$ cat src/rtl/accum_status.sv
// ---------------------------------------------------------------------------
// accum_status
//
// Consumer end of the time-base enables. Turns the TIC strobe, the
// accumulation-interrupt strobe and the per-channel dump strobes into
// CPU-facing status: sticky flags, a per-channel new-data snapshot,
// overrun detection, a TIC event counter and the accumulator interrupt.
// Every output is registered, so each effect appears one clock after the
// strobe that caused it.
//
// Optional feature (compile-time macro ACCUM_INT_MASK_EN):
//   When defined, adds the int_mask input. accum_int is then forced low
//   while int_mask=1, but accum_flag keeps setting and clearing normally.
//   When undefined, the port is absent and accum_int follows accum_flag.
//
// Parameters:
//   NUM_CHAN   number of correlator channels (1..32)
//   TIC_CNT_W  width of the TIC event counter
//
// Ports:
//   clk           system clock
//   rst           asynchronous active-high reset
//   int_mask      (ACCUM_INT_MASK_EN only) masks accum_int when high
//   tic_enable    one-cycle TIC strobe
//   accum_enable  one-cycle accumulation-interrupt strobe
//   dump          per-channel one-cycle dump strobes
//   rd_status     one-cycle CPU read of status (clears both flags)
//   rd_new_data   one-cycle CPU read of new_data (clears new_data, overrun)
//   status        {accum_flag, tic_flag}
//   new_data      channels that dumped in the last completed interval
//   overrun       sticky per-channel data-loss flags
//   tic_count     TICs since reset, wraps modulo 2^TIC_CNT_W
//   accum_int     accumulator interrupt, level, active-high
// ---------------------------------------------------------------------------
module accum_status #(
  parameter int NUM_CHAN  = 12,
  parameter int TIC_CNT_W = 32
) (
  input  logic                 clk,
  input  logic                 rst,
`ifdef ACCUM_INT_MASK_EN
  input  logic                 int_mask,
`endif
  input  logic                 tic_enable,
  input  logic                 accum_enable,
  input  logic [NUM_CHAN-1:0]  dump,
  input  logic                 rd_status,
  input  logic                 rd_new_data,
  output logic [1:0]           status,
  output logic [NUM_CHAN-1:0]  new_data,
  output logic [NUM_CHAN-1:0]  overrun,
  output logic [TIC_CNT_W-1:0] tic_count,
  output logic                 accum_int
);

  logic                mask_active;
  logic [NUM_CHAN-1:0] pending;

  logic [NUM_CHAN-1:0] pending_nxt;
  logic [NUM_CHAN-1:0] new_data_nxt;
  logic [NUM_CHAN-1:0] overrun_set;
  logic [NUM_CHAN-1:0] overrun_nxt;
  logic                tic_flag_nxt;
  logic                accum_flag_nxt;

`ifdef ACCUM_INT_MASK_EN
  assign mask_active = int_mask;
`else
  assign mask_active = 1'b0;
`endif

  always_comb begin
    // NOTE: every combinational output gets a default first so no path
    // leaves it unassigned; that is what keeps this block latch-free.
    pending_nxt    = pending | dump;
    new_data_nxt   = new_data;
    overrun_set    = dump & pending;  // second dump within one interval
    tic_flag_nxt   = status[0];
    accum_flag_nxt = status[1];

    if (rd_new_data)
      new_data_nxt = '0;

    if (accum_enable) begin
      // A dump arriving together with accum_enable belongs to the next
      // interval, so it survives in pending while the old contents move out.
      pending_nxt  = dump;
      new_data_nxt = pending;  // a fresh snapshot wins over a coincident read
      if (!rd_new_data)
        overrun_set = overrun_set | (new_data & pending);  // unread snapshot lost
    end

    // Clear-on-read, but a set in the same cycle wins.
    overrun_nxt = (rd_new_data ? '0 : overrun) | overrun_set;

    if (rd_status) begin
      tic_flag_nxt   = 1'b0;
      accum_flag_nxt = 1'b0;
    end
    if (tic_enable)
      tic_flag_nxt = 1'b1;
    if (accum_enable)
      accum_flag_nxt = 1'b1;
  end

  // NOTE: sequential state uses non-blocking assignments so every register
  // samples the pre-edge values, independent of statement order.
  always_ff @(posedge clk or posedge rst) begin
    if (rst) begin
      pending   <= '0;
      new_data  <= '0;
      overrun   <= '0;
      status    <= 2'b00;
      tic_count <= '0;
      accum_int <= 1'b0;
    end else begin
      pending   <= pending_nxt;
      new_data  <= new_data_nxt;
      overrun   <= overrun_nxt;
      status    <= {accum_flag_nxt, tic_flag_nxt};
      if (tic_enable)
        tic_count <= tic_count + 1'b1;  // wraps naturally at all-ones
      // Built from the next flag value so the interrupt rises in the same
      // cycle as accum_flag rather than one cycle later.
      accum_int <= accum_flag_nxt & ~mask_active;
    end
  end

endmodule

$ cat config.mk
export PLATFORM = sky130hd
export DESIGN_NAME = accum_status
export DESIGN_NICKNAME = d
export VERILOG_FILES = /design/src/rtl/accum_status.sv
export SDC_FILE = /design/constraint.sdc
export NUM_CORES = 1
export LEC_CHECK = 0
export CAP_MARGIN = 20
export CORE_ASPECT_RATIO = 0.6
export CORE_MARGIN = 1.5
export CORE_UTILIZATION = 52
export CTS_BUF_LIST = sky130_fd_sc_hd__clkbuf_16
export CTS_CLUSTER_SIZE = 8
export DETAILED_ROUTE_END_ITERATION = 7
export GPL_TIMING_DRIVEN = 0
export PLACE_DENSITY = 0.89
export SLEW_MARGIN = 20
export SYNTH_ARGS = -nofsm -noshare
export SYNTH_HDL_FRONTEND = slang
export SYNTH_SLANG_ARGS = --single-unit
$ cat constraint.sdc
create_clock -name clk -period 6.6 [get_ports clk]
set_input_delay 1.65 -clock clk [delete_from_list [all_inputs] [get_ports clk]]
set_output_delay 1.65 -clock clk [all_outputs]
set_load 0.01 [all_outputs]
# After elaboration in Yosys (flattened, before gate mapping)
# Index checks and enable logic that the tools add are counted.
# op_classes
addsub,1
reduce_logical,3
bitwise,5
mux,9
# ops
op,count
$mux W12,6
$or A12 B12 Y12,3
$add A32 B1 Y32 const B,1
$and A12 B12 Y12,2
$reduce_bool A2 Y1,3
$mux W1,3
# totals
register_bits,70
out_inout_bits,59
elab_cells,24
input_bits,18

# Logic depth before layout (Yosys ltp)
# Gate-level depths: netlist of run 1.
# depth
depth_word,5
depth_mapped,6

# Worst setup path after synthesis of run 1
# OpenSTA, ideal clock, no wires.
# synth_path
path_type,input to register
from,input port tic_enable
to,register tic_count[25]
slack_ps,3690
arrival_ps,2831
stages,6
required_time_ps,6521
path_buffers,2
cell_sequence,buf_4 nand4_2 or3_4 buf_6 nor4_4 xor2_1
# synth_rtl
element,line,source
from (decl),44,"input logic tic_enable,"
to (signal assigned),122,tic_count <= tic_count + 1'b1;
to (decl),52,"output logic [TIC_CNT_W-1:0] tic_count,"

# Worst setup path in the final report of run 1
# layout_path
from,input port accum_enable
to,register overrun[5]
# layout_via
elab_chain_cells,2
# layout_lines
element,line,source
from (decl),45,"input logic accum_enable,"
$mux W12,84,if (accum_enable) begin
$or A12 B12 Y12,94,overrun_nxt = (rd_new_data ? '0 : overrun) | overrun_set;
via overrun_nxt[5],62,logic [NUM_CHAN-1:0] overrun_nxt;
to (signal assigned),119,overrun <= overrun_nxt;
to (decl),51,"output logic [NUM_CHAN-1:0] overrun,"
# The timed path passes the listed nets, and every way through them passes these cells.
# A chain may end at the register's enable or synchronous reset.

==> out/qor.txt, run 1 <==
run status -> complete, no violations
Max Fclk -> 308 MHz
final number of max-transition violations -> 0
DRC violation total after the first TritonRoute iteration -> 114
element type at the critical path start -> input port
maxcap violations -> 0
Clock Tree Buf Depth -> 2
Core Area -> 5600 um^2
sum of met3 wire segment lengths after detailed routing -> 351 um
total of buffers placed on input and output ports -> 74
DRT met1 WL -> 3210 um
post-cts gate resize count -> 0
Critical Path Max Stage Delay -> 0.58 ns
Top Family by Delay on Critical Path -> buffers and inverters
CTS HTree Levels -> 3
total vias in the final route -> 2336
P per Cell Area -> 300 nW/um^2
remaining routing DRC violations -> 0
Routed WL -> 6990 um
Peak supply drop -> 0.251 mV
average routed wire per standard cell -> 15.9 um
Final nets -> 375
worst-case setup slack after placement -> 3.14 ns
clk slew on worst S/H paths -> 0.05 ns
first-pass GRT wire length -> 11300 um
share of power burned in combinational logic -> 0.144
cell area after technology mapping -> 3040 um^2
Worst Hold Class -> reg2reg
initial antenna violation count -> 0
leakage power figure -> 2.01 nW
number of detailed-routing iterations run before antenna repair -> 4
crit-path cells -> clkdlybuf4s50_1 -> clkinv_1 -> nor2_1 -> clkbuf_1 -> a21oi_1 -> o22ai_1
RSZ-0062 raised after global routing -> no
number of placement rows -> 21
cell types occupying the most area after synthesis -> sky130_fd_sc_hd__dfrtp_1, sky130_fd_sc_hd__xor2_1, sky130_fd_sc_hd__o22ai_1, sky130_fd_sc_hd__xnor2_1, sky130_fd_sc_hd__inv_1
initial standard-cell utilization of the core -> 0.544
cell with the biggest individual delay on the critical path -> sky130_fd_sc_hd__clkdlybuf4s50_1
Post-synth top cells -> sky130_fd_sc_hd__dfrtp_1, sky130_fd_sc_hd__inv_1, sky130_fd_sc_hd__nand2_1, sky130_fd_sc_hd__o22ai_1, sky130_fd_sc_hd__xor2_1
slack of the critical path -> 3.35 ns
time the worst path needs with I/O delays and setup -> 3.25 ns
number of cells produced by synthesis -> 270
Main synth FF type -> sky130_fd_sc_hd__dfrtp_1
average size of a mapped cell -> 11.3 um^2
ant diodes -> 0
total CTS buffers -> 9
share of async-settable or async-resettable flops after synthesis -> 1.00
endpoint arrival time on the critical path -> 3.48 ns
Slew headroom -> 0.633
vias in the first global route -> 2401
number of flip-flops and latches in the synthesized netlist -> 70
net switching power -> 300 uW
CP max FO -> 10
biggest area consumer among synthesized cells -> sky130_fd_sc_hd__dfrtp_1
number of hold-repair buffers added at the cts stage -> 0
part of the power in the clock network -> 0.452
share of layout cells above drive strength 1 -> 0.0997
Req. time, crit path -> 6.84 ns
Least-Margin Pin Slew -> 0.550 ns
count of flip-flops with a built-in enable after synthesis -> 0
horizontal extent of the die -> 102 um
Min Hold Slack -> 0.479 ns
core occupancy in the finished layout -> 0.764
net count after synthesis -> 289
largest net degree at the start of global routing -> 51
Top Metal Used -> met4
worst setup path class -> in2reg
CTS Sinks -> 70
CTS tree -> built
met2 routed wirelength -> 3290 um
internal power -> 981 uW
post-synthesis cell type count -> 30
area share of the largest cell type after synthesis -> 0.576
part of the total power dissipated in sequential elements -> 0.404
Congestion Overflow GR -> 0
Tot GR Track Use -> 0.237
Buffers & Inverters on Critical Path -> 3
Via density -> 5.30
sequential area share after synthesis -> 0.576
Root Driver -> sky130_fd_sc_hd__clkbuf_16
Total Die Area -> 6330 um^2
area growth from synthesis to layout -> 40.5%
final setup violation count -> 0
post-route ant nets -> 0
number of hold-slack violations in the final timing report -> 0
post-CTS setup-driven buffer insertion count -> 0
top-count cell post-synth -> sky130_fd_sc_hd__dfrtp_1
source-to-sink clock delay at the later pin of the worst-skew pair -> 0.32 ns
YS warnings -> 0
vertical extent of the die -> 62.3 um
Final Cycle Share -> 0.492
net switching share of the total power -> 0.234
io pins -> 77
gpl congestion -> 0.849
worst clock skew -> 0.00431 ns
type of destination of the critical path -> register
hpwl dp -> 4850 um
Total Neg Setup Slack -> 0 ns
==> flip-flops by register name, summed over array words and instances (netlist names) <==
name and count:
tic_count 32, new_data 12, overrun 12, pending 12, status 2
==> area by class of cell <==
type / instances / area [um^2]
Multi-Input combinational cell: 153 / 1070
Clock inverter: 7 / 138
Timing Repair Buffer: 75 / 768
Fill cell: 395 / 1320
Clock buffer: 9 / 225
Sequential cell: 70 / 1750
Inverter: 33 / 126
Buffer: 14 / 93.8
Tap cell: 80 / 100
==> worst paths after layout <==
kind,cells past startpoint,endpoint,slack (ns),from
hold / removal,1,pending[6],0.48,pending[6]
hold reg to reg,1,pending[6],0.48,pending[6]
setup reg to reg,6,tic_count[22],4.79,tic_count[0]
min in group asynchronous,2,pending[5],1.63,rst
max in group asynchronous,3,tic_count[18],4.46,rst
setup / recovery,6,overrun[5],3.35,accum_enable
==> layout by cell type, fill, tap and decap left out, drive strengths merged, types with 8 or more instances in the layout <==
| cell type | count |
|---|---|
| xnor2 | 14 |
| clkdlybuf4s50 | 74 |
| inv | 33 |
| dfrtp | 70 |
| o22ai | 22 |
| xor2 | 17 |
| nor2 | 8 |
| nand2 | 22 |
| a21o | 14 |
| a21oi | 11 |
| buf | 8 |
| nor4 | 10 |
| nand3 | 9 |
| clkbuf | 16 |
==> routing by layer <==
metal	up-vias	GRT usage
met4	0	0.101
met2	85	0.356
met1	1142	0.327
met5	-	0
li1	1094	-
met3	15	0.0597
==> power groups by stage <==
stage	Clock (mW)	Sequential, mW	Combinational [mW]
2_1_floorplan	0	0.532	0.0683
3_3_place_gp	0	0.521	0.178
3_5_place_dp	0	0.523	0.184
4_1_cts	0.587	0.517	0.186
5_1_grt	0.602	0.525	0.202
6_report	0.579	0.518	0.184
==> kinds of logic (layout without fill, tap and decap cells) <==
logic type                 Yosys count  after routing  share of synthesized area
AOI/OAI and AO/OA                   50             50                      0.104
xor gates and xnor gates            31             31                     0.0892
adders and majority gates            1              1                    0.00411
buffers and inverters               47            138                     0.0715
DFF                                 70             70                      0.576
muxes                                1              1                    0.00370
and+or+nand+nor                     70             70                      0.151
==> through the flow <==
step                std cells  power, mW  instance area [um^2]
floorplan                 270      0.600                  3040
global placement          424      0.699                  3880
detailed placement        425      0.708                  3910
CTS                       441       1.29                  4280
global route              441       1.33                  4280
finish                    441       1.28                  4280
(Power assumes the default switching activity.)
==> run 2, diff against run 1 <==
Settings changed: CORE_UTILIZATION 52 to 44, PLACE_DENSITY 0.89 to 0.81.
Clock period 6.6 ns to 2.85 ns, I/O delays scaled along.
==> run 2 against run 1 <==
  * Final area down 1.3%
  * Count of clock-buffer cells in the layout unchanged
  * Die area up 17%
  * Sequential power up 130%
  * Worst hold slack worse by 0.00063 ns
  * Global-route usage down 3.5 points
  * Combinational power up 130%
  * Utilization down 13 points
  * Sequential share of layout area up 0.55 points
  * Cell count up 1.6%
  * Largest power group is now sequential cells
==> out/qor.txt, run 2 (synthesis results as in run 1) <==
hold-critical path depth -> 1
Clock Tree Buf Depth -> 2
io pins -> 77
Core Area -> 6680 um^2
number of placement rows -> 23
clk slew on worst S/H paths -> 0.05 ns
number of hold-slack violations in the final timing report -> 0
CP max FO -> 10
sink of the worst hold path -> pending[3]
final setup violation count -> 0
cells on worst reg2reg path -> 6
Worst Hold Class -> reg2reg
number of detailed-routing iterations run before antenna repair -> 4
Tot GR Track Use -> 0.202
Top Family by Delay on Critical Path -> buffers and inverters
Critical Path Max Stage Delay -> 0.57 ns
Max Fclk -> 419 MHz
hpwl dp -> 4950 um
post-route ant nets -> 0
Via density -> 5.08
vias in the first global route -> 2242
post-layout total power -> 2.76 mW
post-cts gate resize count -> 0
maxcap violations -> 0
leakage power figure -> 1.98 nW
time the worst path needs with I/O delays and setup -> 2.38 ns
crit-path cells -> clkdlybuf4s50_1 -> clkinv_1 -> nor2_1 -> clkbuf_1 -> a21oi_1 -> o22ai_1
vertical extent of the die -> 67.4 um
most frequent cells in the layout -> sky130_fd_sc_hd__clkdlybuf4s50_1, sky130_fd_sc_hd__dfrtp_1, sky130_fd_sc_hd__inv_1
GRT met2 Usage -> 0.299
gpl congestion -> 0.801
worst-case setup slack after placement -> 0.262 ns
endpoint arrival time on the critical path -> 2.61 ns
cell with the biggest individual delay on the critical path -> sky130_fd_sc_hd__clkdlybuf4s50_1
initial standard-cell utilization of the core -> 0.456
largest net degree at the start of global routing -> 39
met3 usage -> 0.0454
Req. time, crit path -> 3.07 ns
ant diodes -> 0
average routed wire per standard cell -> 15.4 um
busiest layer in global routing -> met2
setup slack of the worst register-to-register path -> 1.04 ns
largest register by flop count -> tic_count
flip-flop count of the largest register, all copies and words added -> 32
remaining routing DRC violations -> 0
worst hold start -> pending[3]
start of the worst register-to-register path -> tic_count[0]
Filler Cells Inserted -> 535
Routed WL -> 6910 um
first-pass GRT wire length -> 11200 um
RSZ-0062 raised after global routing -> no
run status -> complete, no violations
type of destination of the critical path -> register
total vias in the final route -> 2278
Total Die Area -> 7440 um^2
slack of the critical path -> 0.465 ns
final number of max-transition violations -> 0
area growth from synthesis to layout -> 38.7%
worst clock skew -> 0.00397 ns
initial antenna violation count -> 0
CTS tree -> built
Slew headroom -> 0.605
source-to-sink clock delay at the later pin of the worst-skew pair -> 0.32 ns
P per Cell Area -> 655 nW/um^2
element type at the critical path start -> input port
worst r2r dst -> tic_count[28]
total of buffers placed on input and output ports -> 74
horizontal extent of the die -> 110 um
CTS HTree Levels -> 3
GR Util met1 -> 0.294
Least-Margin Pin Slew -> 0.592 ns
number of hold-repair buffers added at the cts stage -> 0
Congestion Overflow GR -> 0
Final nets -> 375
worst setup path class -> in2reg
post-CTS setup-driven buffer insertion count -> 0
total CTS buffers -> 9
share of layout cells above drive strength 1 -> 0.0914
Root Driver -> sky130_fd_sc_hd__clkbuf_16
Buffers & Inverters on Critical Path -> 3
Peak supply drop -> 0.466 mV
DRC violation total after the first TritonRoute iteration -> 104
CTS Sinks -> 70
commonest non-fill, non-tap cell in the layout -> sky130_fd_sc_hd__clkdlybuf4s50_1
core occupancy in the finished layout -> 0.632
Final Cycle Share -> 0.837
==> run 2: worst max-delay path by stage <==
stage,from,endpoint,depth (start not counted)
after floorplan,rst,new_data[0],1
after global placement,rst,tic_count[26],2
after detailed placement,accum_enable,overrun[3],6
after CTS,accum_enable,overrun[6],6
after global routing,accum_enable,overrun[6],6
final,accum_enable,overrun[6],6
==> run 2: layout make-up <==
cell class / instances / area [um^2] / share of cell area
Sequential cell: 70 / 1750 / 0.415
Clock inverter: 7 / 80.1 / 0.0190
Timing Repair Buffer: 75 / 761 / 0.180
Buffer: 14 / 93.8 / 0.0222
Tap cell: 87 / 109 / 0.0258
Inverter: 33 / 126 / 0.0299
Multi-Input combinational cell: 153 / 1070 / 0.254
Clock buffer: 9 / 225 / 0.0534
==> run 2: where the power goes <==
part | total, mW | switching [mW] | internal, mW
clock network | 1.14 | 0.384 | 0.751
logic | 0.432 | 0.188 | 0.244
registers | 1.20 | 0.106 | 1.09
==> run 2: metal layers <==
layer | share of wire | vias to the layer above
met1 | 0.51 | 1141
met4 | 0.011 | 0
li1 | - | 1088
met2 | 0.45 | 41
met3 | 0.032 | 8
met5 | 0 | -
==> run 2: through the flow <==
stage	setup TNS [ns]	instance area, um^2	hold slack [ns]	instances
finish	0	4220	0.479	448
global route	0	4220	0.506	448
CTS	0	4220	0.482	448
detailed placement	0	3920	0.470	432
global placement	-54.18	3890	0.459	431
floorplan	0	3040	0.449	270
